===== config.mk =====
export PLATFORM = sky130hd
export DESIGN_NAME = fp16_accumulator
export DESIGN_NICKNAME = d
export VERILOG_FILES = /design/src/rtl/fp16_pkg.sv /design/src/rtl/fp16_lzc.sv /design/src/rtl/fp16_accumulator.sv
export SDC_FILE = /design/constraint.sdc
export NUM_CORES = 1
export LEC_CHECK = 0
export BUFFER_PORTS_ARGS = -buffer_cell sky130_fd_sc_hd__clkbuf_2
export CAP_MARGIN = 25
export CELL_PAD_IN_SITES_DETAIL_PLACEMENT = 1
export CELL_PAD_IN_SITES_GLOBAL_PLACEMENT = 1
export CORE_MARGIN = 1.5
export CORE_UTILIZATION = 30
export CTS_BUF_LIST = sky130_fd_sc_hd__clkbuf_8
export CTS_CLUSTER_DIAMETER = 30
export DETAILED_ROUTE_END_ITERATION = 7
export GPL_TIMING_DRIVEN = 0
export PLACE_DENSITY = 0.54
export REMOVE_ABC_BUFFERS = 1
export SLEW_MARGIN = 20
export SYNTH_ARGS = -nofsm -noshare
export SYNTH_HDL_FRONTEND = slang
export SYNTH_SLANG_ARGS = --single-unit

===== constraint.sdc =====
create_clock -name CLK -period 23.1 [get_ports CLK]
set_clock_uncertainty 0.15 [all_clocks]
set_input_delay 1.155 -clock CLK [delete_from_list [all_inputs] [get_ports CLK]]
set_output_delay 1.155 -clock CLK [all_outputs]
set_load 0.05 [all_outputs]

===== src/rtl/fp16_pkg.sv =====
// fp16_pkg: shared fp16 constants and accumulator FSM state type.
// Used by fp16_accumulator and fp16_lzc.
package fp16_pkg;

    localparam int          FP16_BIAS    = 15;
    localparam logic [15:0] FP16_PINF    = 16'h7C00;
    localparam logic [15:0] FP16_NINF    = 16'hFC00;
    localparam logic [15:0] FP16_NAN     = 16'h7C01;
    localparam logic [15:0] FP16_MAXNORM = 16'h7BFF;

    typedef enum logic [1:0] {
        ACC,
        ALIGN,
        NORM,
        DONE
    } state_t;

endpackage


===== src/rtl/fp16_lzc.sv =====
// fp16_lzc: 15-bit leading-zero counter for post-add normalization.
// An all-zero input returns 15.
module fp16_lzc
    import fp16_pkg::*;
(
    input  logic [14:0] d,
    output logic [3:0]  cnt
);

    // Highest set bit wins; scan upward so the last hit is the MSB.
    always_comb begin
        cnt = 4'd15;
        for (int i = 0; i < 15; i++) begin
            if (d[i]) cnt = 4'(14 - i);
        end
    end

endmodule


===== src/rtl/fp16_accumulator.sv =====
// fp16_accumulator: 3-cycle RNE fp16 accumulate of LEN products.
// Macro FP16_ACC_SATURATE_EN: finite overflow saturates to max-normal.
module fp16_accumulator
    import fp16_pkg::*;
#(
    parameter int LEN = 4
) (
    input  logic        CLK,
    input  logic        RESETn,
    input  logic        clr,
    input  logic [15:0] in_data,
    input  logic        in_valid,
    output logic        in_ready,
    output logic [15:0] out_data,
    output logic        out_valid,
    input  logic        out_ready
);

    state_t      state, state_nx;
    logic [7:0]  cnt, cnt_inc;
    logic [15:0] acc, opnd;

    logic        al_sign, al_sub, al_spec;
    logic [4:0]  al_exp;
    logic [13:0] al_big, al_small;
    logic [15:0] al_spec_val;

    logic        a_zero, b_zero, a_nan, b_nan, a_inf, b_inf, swap;
    logic [14:0] a_mag, b_mag, big_mag, sml_mag;
    logic [4:0]  shamt;
    logic [13:0] sml_ext, sml_sh;
    logic [27:0] sh_full;
    logic        spec;
    logic [15:0] spec_val;

    logic [14:0]       sum;
    logic [3:0]        lz, lsh;
    logic [13:0]       nrm;
    logic              rnd;
    logic [11:0]       mant_r;
    logic [9:0]        frac;
    logic signed [6:0] e_n, e_f;
    logic [15:0]       ovf, res;

    assign in_ready  = (state == ACC);
    assign out_valid = (state == DONE);
    assign out_data  = acc;
    assign cnt_inc   = cnt + 8'd1;

    // ALIGN: classify, order by magnitude, shift the smaller operand.
    assign a_zero = (acc[14:10] == 5'd0);
    assign b_zero = (opnd[14:10] == 5'd0);
    assign a_inf  = (acc[14:10] == 5'h1F) && (acc[9:0] == 10'd0);
    assign b_inf  = (opnd[14:10] == 5'h1F) && (opnd[9:0] == 10'd0);
    assign a_nan  = (acc[14:10] == 5'h1F) && (acc[9:0] != 10'd0);
    assign b_nan  = (opnd[14:10] == 5'h1F) && (opnd[9:0] != 10'd0);
    assign a_mag  = a_zero ? 15'd0 : acc[14:0];
    assign b_mag  = b_zero ? 15'd0 : opnd[14:0];
    assign swap    = (b_mag > a_mag);
    assign big_mag = swap ? b_mag : a_mag;
    assign sml_mag = swap ? a_mag : b_mag;
    assign shamt   = big_mag[14:10] - sml_mag[14:10];
    assign sml_ext = {sml_mag != 15'd0, sml_mag[9:0], 3'b000};
    assign sh_full = {sml_ext, 14'd0} >> shamt;
    assign sml_sh  = (shamt >= 5'd14) ? {13'd0, |sml_ext}
                   : {sh_full[27:15], sh_full[14] | (|sh_full[13:0])};

    // NaN/Inf operands bypass the arithmetic path.
    always_comb begin
        spec     = 1'b1;
        spec_val = FP16_NAN;
        if (a_nan || b_nan)
            spec_val = FP16_NAN;
        else if (a_inf && b_inf && (acc[15] ^ opnd[15]))
            spec_val = FP16_NAN;
        else if (a_inf)
            spec_val = acc;
        else if (b_inf)
            spec_val = opnd;
        else
            spec = 1'b0;
    end

    // NORM: add/sub, normalize, round to nearest even.
    assign sum = al_sub ? ({1'b0, al_big} - {1'b0, al_small})
                        : ({1'b0, al_big} + {1'b0, al_small});

    fp16_lzc u_lzc (
        .d   (sum),
        .cnt (lz)
    );

    assign lsh    = lz - 4'd1;
    assign nrm    = (lz == 4'd0) ? {sum[14:2], sum[1] | sum[0]}
                                 : (sum[13:0] << lsh);
    assign rnd    = nrm[2] & (nrm[1] | nrm[0] | nrm[3]);
    assign mant_r = {1'b0, nrm[13:3]} + {11'd0, rnd};
    assign frac   = mant_r[11] ? mant_r[10:1] : mant_r[9:0];
    assign e_n    = $signed({2'b00, al_exp}) + 7'sd1
                  - $signed({3'b000, lz});
    assign e_f    = e_n + $signed({6'd0, mant_r[11]});

`ifdef FP16_ACC_SATURATE_EN
    assign ovf = al_sign ? {1'b1, FP16_MAXNORM[14:0]} : FP16_MAXNORM;
`else
    assign ovf = al_sign ? FP16_NINF : FP16_PINF;
`endif

    // Pick special, flushed-zero, overflow or normal result.
    always_comb begin
        res = {al_sign, e_f[4:0], frac};
        if (al_spec)
            res = al_spec_val;
        else if ((sum == 15'd0) || (e_f <= 7'sd0))
            res = 16'h0000;
        else if (e_f >= 7'sd31)
            res = ovf;
    end

    // State register.
    always_ff @(posedge CLK or negedge RESETn) begin
        if (!RESETn) state <= ACC;
        else         state <= state_nx;
    end

    // Next-state decode; clr overrides everything.
    always_comb begin
        state_nx = state;
        unique case (state)
            ACC:   if (in_valid) state_nx = ALIGN;
            ALIGN: state_nx = NORM;
            NORM:  state_nx = (cnt_inc == 8'(LEN)) ? DONE : ACC;
            DONE:  if (out_ready) state_nx = ACC;
        endcase
        if (clr) state_nx = ACC;
    end

    // Operand capture, alignment pipeline and accumulator update.
    always_ff @(posedge CLK or negedge RESETn) begin
        if (!RESETn) begin
            acc         <= 16'h0000;
            opnd        <= 16'h0000;
            cnt         <= 8'd0;
            al_sign     <= 1'b0;
            al_sub      <= 1'b0;
            al_spec     <= 1'b0;
            al_exp      <= 5'd0;
            al_big      <= 14'd0;
            al_small    <= 14'd0;
            al_spec_val <= 16'h0000;
        end else if (clr) begin
            acc <= 16'h0000;
            cnt <= 8'd0;
        end else begin
            unique case (state)
                ACC: if (in_valid) opnd <= in_data;
                ALIGN: begin
                    al_sign     <= swap ? opnd[15] : acc[15];
                    al_sub      <= acc[15] ^ opnd[15];
                    al_spec     <= spec;
                    al_spec_val <= spec_val;
                    al_exp      <= big_mag[14:10];
                    al_big      <= {big_mag != 15'd0, big_mag[9:0], 3'b000};
                    al_small    <= sml_sh;
                end
                NORM: begin
                    acc <= res;
                    cnt <= cnt_inc;
                end
                DONE: if (out_ready) begin
                    acc <= 16'h0000;
                    cnt <= 8'd0;
                end
            endcase
        end
    end

endmodule


==> load_flow_metrics.sql, run 1 <==
INSERT INTO impl_metrics (metric_group, metric, value, unit) VALUES
('critical_path', 'critical_path.slowest_cell', 'sky130_fd_sc_hd__dfrtp_1', ''),
('synth', 'yosys-top-cells-count', 'sky130_fd_sc_hd__nand2_1 (117), sky130_fd_sc_hd__nor2_1 (103), sky130_fd_sc_hd__dfrtp_1 (91), sky130_fd_sc_hd__o21ai_0 (73), sky130_fd_sc_hd__a21oi_1 (72)', ''),
('sta', 'unrepaired_setup_endpoints_after_global_routing', 'no', ''),
('synth', 'synthMostInstantiatedCell', 'sky130_fd_sc_hd__nand2_1', ''),
('clock_network', 'cts_repair_resize_count', '0', ''),
('critical_path', 'crit_fanout', '30', ''),
('sta', 'hold_ws', '324.6', 'ps'),
('global_route', 'globalRouteTotalUtil', '20.12', '%'),
('sta', 'finalCritPeriodShare', '46.35', '%'),
('critical_path', 'critical_path.n_buffers_inverters', '4', ''),
('place', 'io_buffer_count', '38', ''),
('global_route', 'grt-ovfl-total', '0', ''),
('global_route', 'wire_length_of_the_first_global_routing_pass', '48900', 'microns'),
('synth', 'syn_avg_cell_area', '8.086', 'sq um'),
('clock_network', 'root_buffer', 'sky130_fd_sc_hd__clkbuf_8', ''),
('sta', 'finalSetupTns', '0', 'ps'),
('detailed_routing', 'drt-vias-per-instance', '5.703', ''),
('sta', 'post-route-worst-setup-slack', '12390', 'ps'),
('detailed_routing', 'finalWirelength', '30030', 'microns'),
('hold_path', 'worstHoldPathType', 'flip-flop to flip-flop', ''),
('synth', 'ys_warn_count', '0', ''),
('place', 'dp_hpwl', '23390', 'microns'),
('floorplanning', 'design.die.area', '0.03034', 'sq mm'),
('sta', 'final-setup-viol-count', '0', ''),
('critical_path', 'cp_slowest_stage_delay', '1010', 'ps'),
('detailed_routing', 'wl_per_cell', '20.47', 'microns'),
('critical_path', 'flop_to_flop_setup_slack', '12390', 'ps'),
('floorplanning', 'pin_count', '39', ''),
('floorplanning', 'floorplan.die.width', '174.2', 'microns'),
('clock_network', 'clock_latency_on_the_worst_skew_pair', '390', 'ps'),
('global_route', 'grt_pass1_vias', '8419', ''),
('critical_path', 'cp_top_family', 'compound AO/OA/AOI/OAI gates', ''),
('synth', 'netlist_area', '0.008790', 'sq mm'),
('clock_network', 'cts_sinks', '91', ''),
('floorplanning', 'core_area', '0.02878', 'sq mm'),
('detailed_routing', 'drt_iter0_drc', '456', ''),
('layout', 'layout-drive-gt1-share', '13.02', '%'),
('sta', 'max_clk_rate', '93.40', 'MHz'),
('clock_network', 'htree_num_levels', '3', ''),
('synth', 'post_synth_inst_count', '1087', ''),
('detailed_routing', 'drt.antenna.violating_nets', '0', ''),
('layout', 'area_growth_syn_to_layout', '7.943', '%'),
('critical_path', 'critPathLaunchType', 'flip-flop', ''),
('clock_network', 'tritoncts', 'yes', ''),
('layout', 'postLayoutCoreUtil', '32.97', '%'),
('synth', 'synth_seq_area_share', '25.91', '%'),
('synth', 'number_of_enable_flip_flop_cells_after_synthesis', '0', ''),
('critical_path', 'setup.worst_path.class', 'flip-flop to flip-flop', ''),
('clock_network', 'holdBufCountCts', '0', ''),
('critical_path', 'cp_common_cell', 'sky130_fd_sc_hd__ha_1', ''),
('critical_path', 'worst_ep_required_time', '23210', 'ps'),
('detailed_routing', 'drt-pass1-iter-count', '4', ''),
('sta', 'post-route-min-period', '10710', 'ps'),
('clock_network', 'cts_buffer_depth', '2', ''),
('sta', 'finalHoldViolCount', '0', ''),
('synth', 'synthFlopType', 'sky130_fd_sc_hd__dfrtp_1', ''),
('layout', 'fin_nets', '1154', ''),
('synth', 'synth_register_bits', '91', ''),
('synth', 'ys_top_cells_by_area', 'sky130_fd_sc_hd__dfrtp_1 (26%), sky130_fd_sc_hd__ha_1 (7.5%), sky130_fd_sc_hd__nand2_1 (5.0%)', ''),
('sta', 'worst_slew_margin_rel', '30.65', '%'),
('clock_network', 'numCtsBuffers', '9', ''),
('floorplanning', 'floorplan.initialDensity', '30.54', '%'),
('place', 'routabilityCongestion', '0.8180', ''),
('layout', 'antenna_cells', '0', ''),
('status', 'outcome', 'complete, no violations', ''),
('critical_path', 'timing.critical_path.arrival', '10820', 'ps'),
('synth', 'postSynth.asyncResetShare', '100.0', '%'),
('detailed_routing', 'route.detailed.drc', '0', ''),
('floorplanning', 'placement_rows', '62', ''),
('place', 'pre_cts_setup_slack', '12350', 'ps'),
('synth', 'synth_largest_type_area_fraction', '25.91', '%');
## state kept, by name, indices dropped and copies added (netlist names)
name,flops
al_exp,5
cnt,8
out_data,16
al_sign,1
al_small,14
opnd,16
al_sub,1
state,2
al_big,11
al_spec,1
al_spec_val,16
## path summary, 6_finish.rpt
kind | to | start | cells past startpoint
max | out_data[0] | al_sub | 29
min | al_spec_val[12] | al_spec_val[12] | 1
max reg2reg | out_data[0] | al_sub | 29
min reg2reg | al_spec_val[12] | al_spec_val[12] | 1
max in group asynchronous | al_spec | RESETn | 2
min in group asynchronous | opnd[9] | RESETn | 1
## area by class of cell
cell class	count	area [sq um]	share of cell area, %
Timing Repair Buffer	46	286.5	3.020
Sequential cell	91	2277	24.00
Multi-Input combinational cell	872	6057	63.84
Clock buffer	9	123.9	1.306
Tap cell	384	480.5	5.064
Inverter	58	217.7	2.295
Clock inverter	7	45.04	0.4747
## worst register-to-register path: cells and delay by family, from the launching register on
kind / cells / cell delay, ps
buffers and inverters: 4 / 1680
XOR/XNOR: 1 / 730
AND/OR/NAND/NOR: 10 / 2610
adder cells (fa/ha/maj): 4 / 1570
flip-flops: 1 / 1010
AO/OA/AOI/OAI: 10 / 2830
## layout by cell type, fill, tap and decap left out, types with 8 or more instances in the layout
cell type                  instances
sky130_fd_sc_hd__nand2_1         116
sky130_fd_sc_hd__nor2_1          102
sky130_fd_sc_hd__dfrtp_1          91
sky130_fd_sc_hd__o21ai_0          72
sky130_fd_sc_hd__a21oi_1          71
sky130_fd_sc_hd__inv_1            57
sky130_fd_sc_hd__ha_1             53
sky130_fd_sc_hd__clkbuf_2         37
sky130_fd_sc_hd__nor3_1           28
sky130_fd_sc_hd__nand3_1          22
sky130_fd_sc_hd__mux2i_1          19
sky130_fd_sc_hd__and2_1           18
sky130_fd_sc_hd__o211ai_1         17
sky130_fd_sc_hd__mux2_2           16
sky130_fd_sc_hd__a22oi_1          15
sky130_fd_sc_hd__o21a_1           14
sky130_fd_sc_hd__xnor2_1          14
sky130_fd_sc_hd__a31oi_1          14
sky130_fd_sc_hd__nand2b_1         13
sky130_fd_sc_hd__a21o_1           12
sky130_fd_sc_hd__or3_1            12
sky130_fd_sc_hd__a211oi_1         12
sky130_fd_sc_hd__nor4_1           11
sky130_fd_sc_hd__and3_1           11
sky130_fd_sc_hd__o22ai_1          11
sky130_fd_sc_hd__mux4_2           11
sky130_fd_sc_hd__clkbuf_8         10
sky130_fd_sc_hd__or2_2             9
sky130_fd_sc_hd__o31ai_1           9
sky130_fd_sc_hd__nand4_1           9
sky130_fd_sc_hd__or4_1             8
## cells by family (layout without fill, tap and decap cells)
group | after synthesis | in the layout | synth area share, %
compound gates | 350 | 350 | 28.51
xor+xnor | 21 | 21 | 2.093
fa+ha+maj | 55 | 55 | 8.000
buf+inv | 124 | 120 | 5.637
flops | 91 | 91 | 25.91
mux | 46 | 46 | 7.032
simple gates | 400 | 400 | 22.82
## layer usage
metal | up-vias | wire [microns] | part of all wire, % | global-route usage, %
li1 | 4015 | - | - | -
met1 | 4164 | 14660 | 49 | 28.45
met2 | 156 | 13980 | 47 | 32.92
met3 | 31 | 934 | 3.1 | 1.990
met4 | 0 | 466 | 1.6 | 4.813
met5 | - | 0 | 0 | 0
## through the flow
| stage | instance area [sq um] | std cells |
|---|---|---|
| 2_1_floorplan | 8512 | 1021 |
| 3_5_place_dp | 9294 | 1450 |
| 4_1_cts | 9463 | 1466 |
| 5_1_grt | 9488 | 1467 |
| 3_3_place_gp | 9183 | 1443 |
| 6_report | 9488 | 1467 |
Power of run 1 is not shown: default switching activity piles up to over one toggle a cycle in this logic, so the estimate is an artifact.
==> run 2: changes to the inputs <==
==> constraint.sdc (replaced) <==
create_clock -name CLK -period 10.7 [get_ports CLK]
set_clock_uncertainty 0.15 [all_clocks]
set_input_delay 0.535 -clock CLK [delete_from_list [all_inputs] [get_ports CLK]]
set_output_delay 0.535 -clock CLK [all_outputs]
set_load 0.05 [all_outputs]
==> run 2 against run 1 <==
- register-to-register slack got worse by 11000 ps
- final cell count rose by 0.20%
- fmax rose by 9.5%
- die area did not move
- global-route usage about the same
- cell area increased by 0.46%
- count of clock-buffer cells in the layout is the same
- highest routed layer unchanged
- sequential share of layout area decreased by 0.097 points
- non-clock buffer count is 3 higher
- core utilization up 0.15 points
- worst setup slack lost 11000 ps
==> load_flow_metrics.sql, run 2 (synthesized netlist as in run 1, its figures left out) <==
INSERT INTO impl_metrics (metric_group, metric, value, unit) VALUES
('floorplanning', 'core_area', '0.02878', 'sq mm'),
('global_route', 'wire_length_of_the_first_global_routing_pass', '48910', 'microns'),
('layout', 'design_area', '0.009532', 'sq mm'),
('layout', 'antenna_cells', '0', ''),
('status', 'outcome', 'complete, no violations', ''),
('critical_path', 'critPathLaunchType', 'flip-flop', ''),
('place', 'detailed_place.area', '0.009294', 'sq mm'),
('detailed_routing', 'drt-pass1-iter-count', '4', ''),
('clock_network', 'cts_buffer_depth', '2', ''),
('floorplanning', 'placement_rows', '62', ''),
('place', 'io_buffer_count', '38', ''),
('sta', 'final_max_slew_viols', '0', ''),
('critical_path', 'worst_ep_required_time', '10810', 'ps'),
('clock_network', 'worst_setup_hold_path_clk_slew', '100', 'ps'),
('detailed_routing', 'finalWirelength', '29980', 'microns'),
('sta', 'final-setup-viol-count', '0', ''),
('critical_path', 'setup.worst_path.class', 'flip-flop to flip-flop', ''),
('critical_path', 'timing.critical_path.arrival', '9890', 'ps'),
('floorplanning', 'floorplan.die.width', '174.2', 'microns'),
('detailed_routing', 'route.vias.total', '8363', ''),
('clock_network', 'clock_latency_on_the_worst_skew_pair', '390', 'ps'),
('detailed_routing', 'wl_per_cell', '20.39', 'microns'),
('critical_path', 'crit_path_end', 'out_data[0]', ''),
('floorplanning', 'pin_count', '39', ''),
('global_route', 'grt_pass1_vias', '8419', ''),
('critical_path', 'flop_to_flop_setup_slack', '920', 'ps'),
('clock_network', 'htree_num_levels', '3', ''),
('global_route', 'grt_start_max_net_pins', '62', ''),
('sta', 'finalHoldViolCount', '0', ''),
('detailed_routing', 'drt_iter0_drc', '468', ''),
('layout', 'fin_nets', '1157', ''),
('global_route', 'globalRouteTotalUtil', '20.13', '%'),
('detailed_routing', 'drt.antenna.violating_nets', '0', ''),
('floorplanning', 'floorplan.initialDensity', '30.54', '%'),
('critical_path', 'critical_path.slowest_cell', 'sky130_fd_sc_hd__a221oi_1', ''),
('job', 'timing.max_cap.violations', '0', ''),
('critical_path', 'cp_slowest_stage_delay', '560', 'ps'),
('critical_path', 'critical_path.reg2reg.startpoint', 'al_big[7]', ''),
('hold_path', 'holdCritStartpoint', 'in_data[13]', ''),
('hold_path', 'worstHoldPathType', 'input port to flip-flop', ''),
('layout', 'layout-drive-gt1-share', '13.54', '%'),
('place', 'routabilityCongestion', '0.8180', ''),
('detailed_routing', 'drt-vias-per-instance', '5.689', ''),
('layout', 'layout_commonest_cell', 'sky130_fd_sc_hd__nand2_1', ''),
('critical_path', 'critical_path.startpoint', 'al_big[7]', ''),
('layout', 'layout_common_cells', 'sky130_fd_sc_hd__nand2_1 (116), sky130_fd_sc_hd__nor2_1 (102), sky130_fd_sc_hd__dfrtp_1 (90)', ''),
('floorplanning', 'height_of_the_die', '174.2', 'microns'),
('sta', 'worst_slew_margin_rel', '39.84', '%'),
('sta', 'unrepaired_setup_endpoints_after_global_routing', 'no', ''),
('clock_network', 'numCtsBuffers', '9', ''),
('sta', 'max_clk_rate', '102.3', 'MHz'),
('global_route', 'grt-ovfl-total', '0', ''),
('clock_network', 'cts_sinks', '91', ''),
('critical_path', 'critical_path.endpoint_type', 'flip-flop', ''),
('place', 'dp_hpwl', '23390', 'microns'),
('critical_path', 'ff2ff_path_depth', '30', ''),
('sta', 'tightest_slew', '894.8', 'ps'),
('sta', 'post-route-min-period', '9779', 'ps'),
('critical_path', 'crit_fanout', '19', ''),
('sta', 'finalCritPeriodShare', '91.39', '%'),
('floorplanning', 'design.die.area', '0.03034', 'sq mm'),
('layout', 'area_growth_syn_to_layout', '8.441', '%'),
('global_route', 'grt_antenna_before_repair', '0', ''),
('clock_network', 'root_buffer', 'sky130_fd_sc_hd__clkbuf_8', ''),
('critical_path', 'crit-reg2reg-capture', 'out_data[0]', ''),
('clock_network', 'tritoncts', 'yes', ''),
('detailed_routing', 'route.detailed.drc', '0', '');
-- run 2: cell count changes in the layout (fill, tap and decap cells not counted) --
cell | previous run | this run
sky130_fd_sc_hd__buf_4 | 1 | 3
sky130_fd_sc_hd__xor2_2 | 1 | 2
sky130_fd_sc_hd__xor2_1 | 6 | 5
sky130_fd_sc_hd__ha_2 | 0 | 1
sky130_fd_sc_hd__ha_1 | 53 | 52
sky130_fd_sc_hd__xnor2_1 | 14 | 13
sky130_fd_sc_hd__dfrtp_1 | 91 | 90
sky130_fd_sc_hd__dfrtp_2 | 0 | 1
sky130_fd_sc_hd__dlygate4sd3_1 | 0 | 1
sky130_fd_sc_hd__xnor2_2 | 0 | 1
-- run 2: per-layer routing --
layer	global-route usage, %	up-vias	share of wire, %
met5	0	-	0
met4	4.813	0	1.6
met3	1.990	31	2.3
met2	32.92	122	47
met1	28.47	4194	50
li1	-	4016	-
-- run 2: how the worst min path moves through the flow --
stage                     slack (ps)  cells after the start              end
after global placement           300                      1  al_spec_val[12]
after floorplan                   90                      0       al_big[10]
after detailed placement         300                      1          opnd[7]
after global routing             210                      2          opnd[4]
after CTS                        190                      3         opnd[13]
final                            210                      3         opnd[13]
-- run 2: final cells by class --
| cell class | count | area (sq um) |
|---|---|---|
| timing repair buffer | 49 | 311.5 |
| sequential | 91 | 2278 |
| inverter | 58 | 217.7 |
| fill | 3441 | 19250 |
| tap | 384 | 480.5 |
| multi-input combinational | 872 | 6075 |
| clock inverter | 7 | 45.04 |
| clock buffer | 9 | 123.9 |
-- run 2: what timing repair did --
action	CTS	global route
hold endpoints to repair	30	0
pin swaps	0	1
buffers inserted	0	2
endpoints found under the setup margin	3	10
resized for setup	1	3
hold buffers	1	0
-- run 2: stage by stage --
step | setup TNS (ps) | util, % | instances | worst slack, ps | hold slack [ps]
floorplan | 0 | - | 1021 | 2618 | 89.41
global placement | -67.63 | 31.91 | 1443 | -67.63 | 300.3
detailed placement | -48.89 | 32.29 | 1450 | -48.89 | 301.6
CTS | 0 | 32.92 | 1467 | 327.2 | 188.0
global route | 0 | 33.12 | 1470 | 77.42 | 211.1
finish | 0 | 33.12 | 1470 | 921.3 | 210.5
-- run 2: critical path: cells and delay by family (launching register included) --
family,cells,cell delay [ps]
buf+inv,4,1150
xor+xnor,1,520
compound gates,11,3080
flops,1,430
simple gates,9,2600
fa+ha+maj,5,1720
Power of run 2 is left out for the same reason.
==> run 3: changes to the inputs <==
--- a/config.mk
+++ b/config.mk
@@ -11,7 +11,6 @@
 export CELL_PAD_IN_SITES_GLOBAL_PLACEMENT = 1
 export CORE_MARGIN = 1.5
 export CORE_UTILIZATION = 30
-export CTS_BUF_LIST = sky130_fd_sc_hd__clkbuf_8
 export CTS_CLUSTER_DIAMETER = 30
 export DETAILED_ROUTE_END_ITERATION = 7
 export GPL_TIMING_DRIVEN = 0
==> run 3 against run 2 <==
- critical path depth unchanged
- sequential share of layout area decreased by 0.25 points
- worst hold slack improved by 35 ps
- critical endpoint unchanged
- sequential cell count unchanged
- worst setup slack got worse by 7.1 ps
- core utilization increased by 0.35 points
- wire length unchanged
==> load_flow_metrics.sql, run 3 (synthesized netlist as in run 1, its figures left out) <==
INSERT INTO impl_metrics (metric_group, metric, value, unit) VALUES
('place', 'pre_cts_setup_slack', '-48.89', 'ps'),
('global_route', 'grt_pass1_vias', '8429', ''),
('clock_network', 'tritoncts', 'yes', ''),
('critical_path', 'worst_ep_required_time', '10780', 'ps'),
('sta', 'tightest_slew', '896.4', 'ps'),
('global_route', 'grtUsageMet3', '1.925', '%'),
('layout', 'fillCellCount', '3442', ''),
('sta', 'max_clk_rate', '102.2', 'MHz'),
('hold_path', 'cell_depth_of_the_worst_hold_path', '3', ''),
('layout', 'layout_commonest_cell', 'sky130_fd_sc_hd__nand2_1', ''),
('layout', 'fin_nets', '1157', ''),
('clock_network', 'htree_num_levels', '3', ''),
('floorplanning', 'pin_count', '39', ''),
('global_route', 'grt_start_max_net_pins', '62', ''),
('critical_path', 'crit_path_end', 'out_data[0]', ''),
('detailed_routing', 'drt-pass1-iter-count', '5', ''),
('floorplanning', 'floorplan.die.width', '174.2', 'microns'),
('detailed_routing', 'drt.antenna.violating_nets', '0', ''),
('layout', 'layout_common_cells', 'sky130_fd_sc_hd__nand2_1 (116), sky130_fd_sc_hd__nor2_1 (102), sky130_fd_sc_hd__dfrtp_1 (90)', ''),
('place', 'io_buffer_count', '38', ''),
('global_route', 'grt_most_used_layer', 'met2', ''),
('clock_network', 'clock_latency_on_the_worst_skew_pair', '360', 'ps'),
('sta', 'unrepaired_setup_endpoints_after_global_routing', 'no', ''),
('floorplanning', 'core_area', '0.02878', 'sq mm'),
('floorplanning', 'height_of_the_die', '174.2', 'microns'),
('detailed_routing', 'drt-vias-per-instance', '5.679', ''),
('sta', 'finalCritPeriodShare', '91.46', '%'),
('place', 'dp_hpwl', '23390', 'microns'),
('sta', 'final_max_slew_viols', '0', ''),
('critical_path', 'critPathLaunchType', 'flip-flop', ''),
('clock_network', 'cts_sinks', '91', ''),
('detailed_routing', 'route.vias.total', '8348', ''),
('critical_path', 'critical_path.reg2reg.startpoint', 'al_big[7]', ''),
('sta', 'final-setup-viol-count', '0', ''),
('sta', 'post-route-worst-setup-slack', '914.2', 'ps'),
('critical_path', 'critical_path.endpoint_type', 'flip-flop', ''),
('global_route', 'wire_length_of_the_first_global_routing_pass', '48950', 'microns'),
('hold_path', 'worstHoldPathType', 'input port to flip-flop', ''),
('critical_path', 'critical_path.slowest_cell', 'sky130_fd_sc_hd__a221oi_1', ''),
('layout', 'layout-drive-gt1-share', '13.54', '%'),
('sta', 'post-route-min-period', '9786', 'ps'),
('layout', 'layoutNonFillerInstCount', '1470', ''),
('critical_path', 'critical_path.startpoint', 'al_big[7]', ''),
('critical_path', 'ff2ff_path_depth', '30', ''),
('clock_network', 'worst_setup_hold_path_clk_slew', '70', 'ps'),
('sta', 'worst_slew_margin_rel', '39.73', '%'),
('clock_network', 'root_buffer', 'sky130_fd_sc_hd__clkbuf_16', ''),
('job', 'timing.max_cap.violations', '0', ''),
('place', 'place_inst', '1450', ''),
('floorplanning', 'design.die.area', '0.03034', 'sq mm'),
('floorplanning', 'floorplan.initialDensity', '30.54', '%'),
('clock_network', 'cts_buffer_depth', '2', ''),
('status', 'outcome', 'complete, no violations', ''),
('layout', 'area_growth_syn_to_layout', '9.594', '%'),
('critical_path', 'setup.worst_path.class', 'flip-flop to flip-flop', ''),
('critical_path', 'flop_to_flop_setup_slack', '910', 'ps'),
('detailed_routing', 'route.detailed.drc', '0', ''),
('critical_path', 'cp_slowest_stage_delay', '580', 'ps'),
('critical_path', 'timing.critical_path.arrival', '9870', 'ps'),
('global_route', 'grt_antenna_before_repair', '0', ''),
('layout', 'antenna_cells', '0', ''),
('global_route', 'grt_use_met2', '33.03', '%'),
('place', 'routabilityCongestion', '0.8180', ''),
('global_route', 'use_met1', '28.41', '%'),
('detailed_routing', 'finalWirelength', '29980', 'microns'),
('global_route', 'globalRouteTotalUtil', '20.09', '%'),
('floorplanning', 'placement_rows', '62', ''),
('clock_network', 'numCtsBuffers', '9', ''),
('detailed_routing', 'wl_per_cell', '20.39', 'microns'),
('global_route', 'grt-ovfl-total', '0', ''),
('detailed_routing', 'drt_iter0_drc', '480', ''),
('critical_path', 'crit-reg2reg-capture', 'out_data[0]', ''),
('sta', 'finalHoldViolCount', '0', ''),
('critical_path', 'crit_fanout', '19', ''),
('sta', 'finalSetupTns', '0', 'ps');
==> run 3: layer usage <==
metal  vias to the layer above  part of all wire [%]
li1                       4012                     -
met1                      4182                    49
met2                       123                    46
met3                        31                   2.8
met4                         0                   1.5
met5                         -                     0
==> run 3: worst min path at each step <==
stage	end	start
floorplan	al_big[10]	RESETn
global placement	al_spec_val[12]	al_spec_val[12]
detailed placement	opnd[7]	RESETn
CTS	opnd[13]	in_data[13]
global route	opnd[4]	in_data[4]
finish	opnd[13]	in_data[13]
==> run 3: what timing repair did <==
| item | CTS | global route |
|---|---|---|
| gates resized for setup | 1 | 3 |
| setup buffers | 0 | 2 |
| hold buffers | 1 | 0 |
| pin swaps | 0 | 1 |
| setup endpoints to repair | 3 | 10 |
| hold endpoints to repair | 30 | 0 |
==> run 3: cell type report <==
class / instances / area [sq um] / share of cell area [%]
flip-flops and latches: 91 / 2278 / 23.65
multi-input cells: 872 / 6075 / 63.06
clock inverters: 5 / 37.54 / 0.3897
repair buffers: 49 / 311.5 / 3.234
well taps: 384 / 480.5 / 4.988
inverters: 58 / 217.7 / 2.260
clock buffers: 11 / 232.7 / 2.416
==> run 3: critical path: cells and delay by family (launching register included) <==
| family | cells | cell delay (ps) |
|---|---|---|
| buffers and inverters | 4 | 1150 |
| adders and majority gates | 5 | 1710 |
| DFF | 1 | 410 |
| xor gates and xnor gates | 1 | 510 |
| AOI/OAI and AO/OA | 11 | 3100 |
| and+or+nand+nor | 9 | 2600 |
==> run 3: through the flow <==
step | utilization (%) | hold WS (ps) | area [sq um]
after floorplan | - | 89.41 | 8512
after global placement | 31.91 | 300.3 | 9183
after detailed placement | 32.29 | 301.6 | 9294
after CTS | 33.27 | 238.7 | 9575
after global routing | 33.47 | 257.7 | 9633
final | 33.47 | 245.0 | 9633
Power of run 3 is left out for the same reason.
